===== config.mk =====
export PLATFORM = sky130hd
export DESIGN_NAME = button_conditioner
export DESIGN_NICKNAME = d
export VERILOG_FILES = /design/src/rtl/stopwatch_pkg.sv /design/src/rtl/debounce_channel.sv /design/src/rtl/button_conditioner.sv
export SDC_FILE = /design/constraint.sdc
export NUM_CORES = 1
export LEC_CHECK = 0
export CORE_MARGIN = 5
export CORE_UTILIZATION = 55
export CTS_CLUSTER_SIZE = 12
export DETAILED_ROUTE_END_ITERATION = 8
export PLACE_DENSITY = 0.72
export SLEW_MARGIN = 20
export SYNTH_ARGS = -nofsm -noshare
export SYNTH_HDL_FRONTEND = slang
export SYNTH_HIERARCHICAL = 1
export SYNTH_SLANG_ARGS = --single-unit

===== constraint.sdc =====
create_clock -name clk -period 3.9 [get_ports clk]
set_input_delay 0.39 -clock clk [delete_from_list [all_inputs] [get_ports clk]]
set_output_delay 0.39 -clock clk [all_outputs]
set_load 0.03 [all_outputs]

===== src/rtl/stopwatch_pkg.sv =====
// Shared definitions for the stopwatch input stage: channel FSM encoding,
// default timing for the 1 MHz clock and a width helper.
package stopwatch_pkg;

    typedef enum logic [1:0] {
        ST_LOW  = 2'b00,
        ST_RISE = 2'b01,
        ST_HIGH = 2'b11,
        ST_FALL = 2'b10
    } btn_state_t;

    localparam int unsigned DEF_DEBOUNCE_CYCLES = 10000;
    localparam int unsigned DEF_LONG_CYCLES     = 1000000;

    // Smallest width whose range covers 0..v-1.
    function automatic int unsigned clog2(input int unsigned v);
        int unsigned r;
        r = 0;
        while ((64'd1 << r) < 64'(v)) r = r + 1;
        return r;
    endfunction

endpackage


===== src/rtl/debounce_channel.sv =====
// One button: two-flop synchroniser, stable-time debounce FSM and hold timer
// producing a clean level plus registered press/release/long strobes.
//
// state | meaning
// LOW   | accepted level 0, input stable low
// RISE  | accepted level 0, input high for dcnt cycles
// HIGH  | accepted level 1, hold timer running
// FALL  | accepted level 1, input low for dcnt cycles, hold timer still running
module debounce_channel
    import stopwatch_pkg::*;
#(
    parameter int unsigned DEBOUNCE_CYCLES = DEF_DEBOUNCE_CYCLES,
    parameter int unsigned CNT_W           = clog2(DEBOUNCE_CYCLES),
    parameter int unsigned LONG_CYCLES     = DEF_LONG_CYCLES,
    parameter int unsigned HOLD_W          = clog2(LONG_CYCLES)
) (
    input  logic clk,
    input  logic res,
    input  logic btn_raw,
    output logic btn_level,
    output logic btn_press,
    output logic btn_release,
    output logic btn_long
);

    localparam logic [CNT_W-1:0]  D_LAST = CNT_W'(DEBOUNCE_CYCLES - 1);
    localparam logic [HOLD_W-1:0] H_LAST = HOLD_W'(LONG_CYCLES - 1);

    logic              s1, s2;
    btn_state_t        state, state_nxt;
    logic [CNT_W-1:0]  dcnt, dcnt_nxt;
    logic [HOLD_W-1:0] hcnt, hcnt_nxt;
    logic              long_done, long_done_nxt;
    logic              level_nxt, press_nxt, release_nxt, long_nxt;
    logic              d_term, h_term, hold_active;

    assign d_term = (dcnt == D_LAST);
    assign h_term = (hcnt == H_LAST);
    // Hold time accrues in HIGH and FALL, except on the edge that accepts the release.
    assign hold_active = (state == ST_HIGH) || ((state == ST_FALL) && !(!s2 && d_term));

    always_ff @(posedge clk) begin
        if (res) begin
            s1          <= 1'b0;
            s2          <= 1'b0;
            state       <= ST_LOW;
            dcnt        <= '0;
            hcnt        <= '0;
            long_done   <= 1'b0;
            btn_level   <= 1'b0;
            btn_press   <= 1'b0;
            btn_release <= 1'b0;
            btn_long    <= 1'b0;
        end else begin
            s1          <= btn_raw;
            s2          <= s1;
            state       <= state_nxt;
            dcnt        <= dcnt_nxt;
            hcnt        <= hcnt_nxt;
            long_done   <= long_done_nxt;
            btn_level   <= level_nxt;
            btn_press   <= press_nxt;
            btn_release <= release_nxt;
            btn_long    <= long_nxt;
        end
    end

    always_comb begin
        state_nxt     = state;
        dcnt_nxt      = dcnt;
        hcnt_nxt      = hcnt;
        long_done_nxt = long_done;
        if (hold_active && !long_done) begin
            if (h_term) long_done_nxt = 1'b1;
            else        hcnt_nxt = hcnt + HOLD_W'(1);
        end
        case (state)
            ST_LOW: begin
                hcnt_nxt      = '0;
                long_done_nxt = 1'b0;
                if (s2) begin
                    state_nxt = ST_RISE;
                    dcnt_nxt  = CNT_W'(1);
                end else begin
                    dcnt_nxt  = '0;
                end
            end
            ST_RISE: begin
                if (!s2) begin
                    state_nxt = ST_LOW;
                    dcnt_nxt  = '0;
                end else if (d_term) begin
                    state_nxt = ST_HIGH;
                    dcnt_nxt  = '0;
                    hcnt_nxt  = '0;
                end else begin
                    dcnt_nxt  = dcnt + CNT_W'(1);
                end
            end
            ST_HIGH: begin
                if (!s2) begin
                    state_nxt = ST_FALL;
                    dcnt_nxt  = CNT_W'(1);
                end else begin
                    dcnt_nxt  = '0;
                end
            end
            ST_FALL: begin
                if (s2) begin
                    state_nxt = ST_HIGH;
                    dcnt_nxt  = '0;
                end else if (d_term) begin
                    state_nxt     = ST_LOW;
                    dcnt_nxt      = '0;
                    hcnt_nxt      = '0;
                    long_done_nxt = 1'b0;
                end else begin
                    dcnt_nxt  = dcnt + CNT_W'(1);
                end
            end
            default: begin
                state_nxt = ST_LOW;
                dcnt_nxt  = '0;
                hcnt_nxt  = '0;
            end
        endcase
    end

    always_comb begin
        press_nxt   = (state == ST_RISE) && s2 && d_term;
        release_nxt = (state == ST_FALL) && !s2 && d_term;
        long_nxt    = hold_active && !long_done && h_term;
        level_nxt   = btn_level;
        if (press_nxt)   level_nxt = 1'b1;
        if (release_nxt) level_nxt = 1'b0;
    end

endmodule


===== src/rtl/button_conditioner.sv =====
// Conditions N_BTN raw push-buttons into clk-domain levels and one-cycle
// press, release and long-press strobes; channels are fully independent.
module button_conditioner
    import stopwatch_pkg::*;
#(
    parameter int unsigned N_BTN           = 3,
    parameter int unsigned DEBOUNCE_CYCLES = DEF_DEBOUNCE_CYCLES,
    parameter int unsigned CNT_W           = clog2(DEBOUNCE_CYCLES),
    parameter int unsigned LONG_CYCLES     = DEF_LONG_CYCLES,
    parameter int unsigned HOLD_W          = clog2(LONG_CYCLES)
) (
    input  logic             clk,
    input  logic             res,
    input  logic [N_BTN-1:0] btn_raw,
    output logic [N_BTN-1:0] btn_level,
    output logic [N_BTN-1:0] btn_press,
    output logic [N_BTN-1:0] btn_release,
    output logic [N_BTN-1:0] btn_long
);

    for (genvar i = 0; i < N_BTN; i++) begin : g_ch
        debounce_channel #(
            .DEBOUNCE_CYCLES (DEBOUNCE_CYCLES),
            .CNT_W           (CNT_W),
            .LONG_CYCLES     (LONG_CYCLES),
            .HOLD_W          (HOLD_W)
        ) u_ch (
            .clk         (clk),
            .res         (res),
            .btn_raw     (btn_raw[i]),
            .btn_level   (btn_level[i]),
            .btn_press   (btn_press[i]),
            .btn_release (btn_release[i]),
            .btn_long    (btn_long[i])
        );
    end

endmodule


### Word-level counts from Yosys, hierarchy flattened

Cells that the tools add are included.

* add/subtract/negate cells: 6
* equality and inequality tests: 27
* multiplexer cells: 72
* reduce and logical (&&, ||, !) cells: 45

Operator list (number)
* 2-to-1 mux 20 bit: 15
* case mux 20 bit (3 select lines): 3
* case mux 14 bit (4 select lines): 3
* 2-to-1 mux 14 bit: 9
* adder 20 x 1 -> 20 bit, second input constant: 3
* equality test 20 bit, second input constant: 3
* adder 14 x 1 -> 14 bit, second input constant: 3
* equality test 14 bit, second input constant: 3
* 2-to-1 mux 2 bit: 18
* logical AND 1 bit: 24
* case mux 2 bit (4 select lines): 3
* 2-to-1 mux 1 bit: 18
* equality test 2 bit, second input constant: 6
* AND reduction 4 bit: 3
* logical NOT 1 bit: 9
* inequality test 3 x 1 -> 1 bit, second input constant: 3
* inequality test 3 bit, second input constant: 3
* equality test 2 x 1 -> 1 bit, second input constant: 3
* logical NOT 2 bit: 3
* inequality test 2 x 1 -> 1 bit, second input constant: 3
* inequality test 2 bit, second input constant: 3
* case mux 1 bit (2 select lines): 3
* OR reduction 2 bit: 3
* logical OR 1 bit: 3

* register bits after elaboration: 129
* input port bits: 5
* word-level logic and storage cells: 180

### Logic depth before layout (Yosys ltp)

* word-level depth: 10
* gate-level depth with buffers: 9
* depth with buffers taken out: 7

### Modules after synthesis

Netlist, hierarchy kept.

Modules (own cells, without submodules)
* debounce_channel (g_ch[0].u_ch ...): instances 2, cells an instance 260, area an instance 2267.2 sq um, seq. area each 860.8 sq um
* debounce_channel (g_ch[2].u_ch): instances 1, cells an instance 263, area an instance 2217.1 sq um, seq. area each 860.8 sq um

### Least setup slack after synthesis

No wires, ideal clock.

* path kind: register to register
* start point: reg g_ch[2].u_ch.hcnt[11]
* end point: reg g_ch[2].u_ch.hcnt[17]
* library setup time: 0.066 ns
* arrival: 2.009 ns
* required time: 3.834 ns
* path slack: 1.825 ns
* stages on the path, launching flop included: 7
* period minus slack after synthesis: 2.075 ns
* cell sequence: dfxtp_1 > or4_1 > or4_4 > or2_0 > buf_2 > a41oi_2 > a21boi_2

* cells in the longest elaborated chain, start to end: 6
* elaborated cells between the ends (all ways): 8
* classes of those cells: add/sub (1); eq/ne (1); mux (6)

Ends and longest elaborated chain
* start, declared: RTL line debounce_channel.sv:32 `logic [HOLD_W-1:0] hcnt, hcnt_nxt;`
* start signal, assigned: RTL line debounce_channel.sv:59 `hcnt <= hcnt_nxt;`
* adder 20 x 1 -> 20 bit or equality test 20 bit (tied branches): RTL line debounce_channel.sv:75, debounce_channel.sv:38
* 2-to-1 mux 20 bit (*): RTL line debounce_channel.sv:74 `if (h_term) long_done_nxt = 1'b1;`
* 2-to-1 mux 20 bit (*): RTL line debounce_channel.sv:73 `if (hold_active && !long_done) begin`
* 2-to-1 mux 20 bit: RTL line debounce_channel.sv:92, debounce_channel.sv:112
* 2-to-1 mux 20 bit (on tied branches): RTL line debounce_channel.sv:109, debounce_channel.sv:89
* case mux 20 bit (3 select lines) (*): RTL line debounce_channel.sv:77 `case (state)`

Every way passes the cells marked *; elsewhere a longest branch is shown, timed or not.
A chain may end at the register's enable or synchronous reset.

### Final worst setup path

* start point: reg g_ch[1].u_ch.state[0]
* end point: reg g_ch[1].u_ch.hcnt[19]

* cells in the longest elaborated chain, start to end: 8
* elaborated cells between the ends (all ways): 12
* classes of those cells: eq/ne (3); mux (5); reduce/logical (4)

Ends and longest elaborated chain
* start, declared: RTL line debounce_channel.sv:30 `btn_state_t state, state_nxt;`
* start signal, assigned: RTL line debounce_channel.sv:57 `state <= state_nxt;`
* equality test 2 bit: RTL line debounce_channel.sv:40, debounce_channel.sv:77
* logical AND 1 bit: RTL line debounce_channel.sv:40 `assign hold_active = (state == ST_HIGH) || ((state == ST_FALL) && !(!s2 && d_term));`
* logical OR 1 bit: RTL line debounce_channel.sv:40
* logical AND 1 bit: RTL line debounce_channel.sv:73
* 2-to-1 mux 20 bit: RTL line debounce_channel.sv:73
* 2-to-1 mux 20 bit: RTL line debounce_channel.sv:92, debounce_channel.sv:112
* 2-to-1 mux 20 bit (on tied branches): RTL line debounce_channel.sv:109, debounce_channel.sv:89
* case mux 20 bit (3 select lines) (*): RTL line debounce_channel.sv:77
* end signal, assigned: RTL line debounce_channel.sv:59
* end, declared: RTL line debounce_channel.sv:32

Marked as above.

==> metrics <==
WHS Path Cells 1; gpl congestion 0.859; DIE AREA 0.0146 sq mm; CTS clk-pin slew, worst paths 60 ps; Post-synth top flop dfxtp_1; Top Ports 17; Worst-Margin Slew 828 ps; hold buffers post-CTS 0; final hold vios 0; root buffer cell clkbuf_16; post-CTS sizing 0; sequential group share of total power 0.422; Final HPWL DP 9580 microns; synthesized area per cell 8.62 sq um; R2R Setup Slk 1340 ps; die width 121 microns; diodes inserted 0; Final Power 3.18 mW; endpoints failing setup 0; global route hottest layer met2; data arrival time of the critical path 2870 ps; Synth Net Count 812; layout overhead on the synthesized area 12.1%; setup bufs post-CTS 0; fin crit period 2560 ps; routed wire length 14000 microns; total negative slack 0 ps; Critical path buffers and inverters 0; share of cells above drive strength 1 0.0820; CP Launch Type flip-flop; clk_lat worst skew 420 ps; Reg2Reg Depth 6; largest net degree at the start of global routing 21; final antenna-violating net count 0; most common cell in the netlist dfxtp_1; status complete, no violations; final max-slew violation count 0; wire per inst 14.9 microns; clk sinks 129; Placeable Area 0.0120 sq mm; met2 Use GR 0.326; Post-Layout Cell Count 940; DP Cell Count 908; first-pass GRT wire length 24400 microns; CP Cell Sequence ha_1, or4bb_1, nor4_4, or2_2, nor2_2, a311oi_2; Worst path depth 6; # port buffers 16; top cell type's share of synthesized area 0.383; most frequent cells after synthesis dfxtp_1, nor2_1, xnor2_1, a21oi_1, nand2_1; initial antenna violation count 0; met3 usage 0.0524; Yosys warning total 6; Comb power frac 0.040; hold slack final 438 ps; Die Y 121 microns; synthesized cell area 0.00675 sq mm; Tot GR Track Use 0.201; Sw Ratio 0.211; PD cells 420 mW/mm^2; DR vias 5593; Iter 0 DRT Violations 300; Synth async-reset ratio 0; Critical Path RT 4210 ps; register bit total from synthesis 129; P_int 2.51 mW; Post-synth EDFFs 0; Synth area leaders dfxtp_1, xnor2_1, nor2_1, ha_1, a21oi_1; Post-route DRC 0; Worst Path Max Fanout 15; Final Skew 5.72 ps; Synth Instances 783; Worst VDD drop 0.369 mV; Nets 809; CP max-delay cell or4bb_1; area leader, netlist dfxtp_1; Final Cycle Share 0.657; GR Overflow Total 0; Hold Crit Class flip-flop to flip-flop; Sw Pwr 0.671 mW; row cnt 40; Max Cap Viol 0; Peak Freq 390 MHz; Unique masters post-synth 63; Leak Pwr 2.39 nW; Clock Path Buffers 2; Crit Path Class flip-flop to flip-flop; TritonCTS clock tree yes; Max H-tree Level 4; setup repair after global routing missed its margin no; met1 usage 0.249; crit path capture type flip-flop; Initial Util 0.562; worst relative slew slack 0.447; Largest stage delay, worst path 540 ps; final core utilization 0.630; CP delay by family, top simple AND/OR/NAND/NOR gates; vias per cell 5.95; clock power share 0.538; vias in the first global route 5384; 1st-pass router iterations 4; sequential fraction of the synthesis area 0.383; Num CTS Buffers 17
-- logic make-up (layout without fill, tap and decap cells) --
kind of cell	Yosys count	after routing	share of synthesized area
compound gates	120	120	0.120
xor+xnor	61	61	0.0791
fa+ha+maj	24	24	0.0445
buf+inv	61	71	0.0400
flops	129	129	0.383
mux	8	8	0.0120
simple gates	380	380	0.322
-- placed cells by master, fill, tap and decap left out, types with 5 or more instances in the layout --
| cell type | n |
|---|---|
| and4_1 | 17 |
| xnor2_1 | 44 |
| nor3b_1 | 8 |
| clkdlybuf4s50_1 | 16 |
| o21ai_0 | 18 |
| a31oi_1 | 5 |
| inv_1 | 21 |
| dfxtp_1 | 129 |
| or2_2 | 6 |
| or3_1 | 6 |
| nand4_1 | 18 |
| nor2_1 | 101 |
| and3_1 | 23 |
| o31ai_1 | 11 |
| clkbuf_16 | 17 |
| and2_1 | 9 |
| nor4b_1 | 6 |
| nor4_1 | 22 |
| a21oi_1 | 41 |
| bufinv_16 | 5 |
| ha_1 | 24 |
| nor2b_1 | 9 |
| nor3_1 | 28 |
| nand2_1 | 40 |
| xor2_1 | 17 |
| mux2i_1 | 7 |
| or4_1 | 17 |
| nand3_1 | 38 |
-- power by group through the flow --
stage,combinational [mW],sequential (mW),clock (mW)
after floorplan,0.104,1.36,0
after global placement,0.122,1.37,0
after detailed placement,0.126,1.37,0
after CTS,0.128,1.34,1.75
after global routing,0.142,1.34,1.81
final,0.127,1.34,1.71
-- worst reg2reg max path, stage by stage (launching register included) --
cell and delay, ps:
dfxtp_1 350, ha_1 270, or4bb_1 540, nor4_4 530, or2_2 390, nor2_2 100, a311oi_2 290
-- final cells by class --
class                           instances  area [sq um]
Inverter                               21          78.8
Sequential cell                       129          2580
Tap cell                              147           184
Multi-Input combinational cell        593          3900
Timing Repair Buffer                   18           175
Fill cell                            1007          4450
Clock inverter                         14           214
Clock buffer                           18           429
-- through the flow --
step | cell area [sq um] | worst slack (ps)
finish | 7570 | 1340
global route | 7570 | 1170
CTS | 7560 | 1220
detailed placement | 6920 | 1250
global placement | 6920 | 1370
floorplan | 6750 | 1820
-- path summary, 6_finish.rpt --
check                                      to                                from
max          g_ch[1].u_ch/hcnt[19]$_SDFF_PP0_  g_ch[1].u_ch/state[0]$_SDFFE_PP0P_
min                g_ch[0].u_ch/s2$_SDFF_PP0_          g_ch[0].u_ch/s1$_SDFF_PP0_
max reg2reg  g_ch[1].u_ch/hcnt[19]$_SDFF_PP0_  g_ch[1].u_ch/state[0]$_SDFFE_PP0P_
min reg2reg        g_ch[0].u_ch/s2$_SDFF_PP0_          g_ch[0].u_ch/s1$_SDFF_PP0_
-- registers in the layout, summed over array words and instances, names as in the netlist --
| name | count |
|---|---|
| g_ch.u_ch/btn_level | 3 |
| g_ch.u_ch/btn_long | 3 |
| g_ch.u_ch/btn_press | 3 |
| g_ch.u_ch/btn_release | 3 |
| g_ch.u_ch/dcnt | 42 |
| g_ch.u_ch/hcnt | 60 |
| g_ch.u_ch/long_done | 3 |
| g_ch.u_ch/s1 | 3 |
| g_ch.u_ch/s2 | 3 |
| g_ch.u_ch/state | 6 |
-- metal layers --
metal	up-vias	part of all wire
met4	0	0.018
met2	97	0.47
met3	21	0.036
met5	-	0
li1	2844	-
met1	2631	0.48
(Power assumes the default switching activity.)
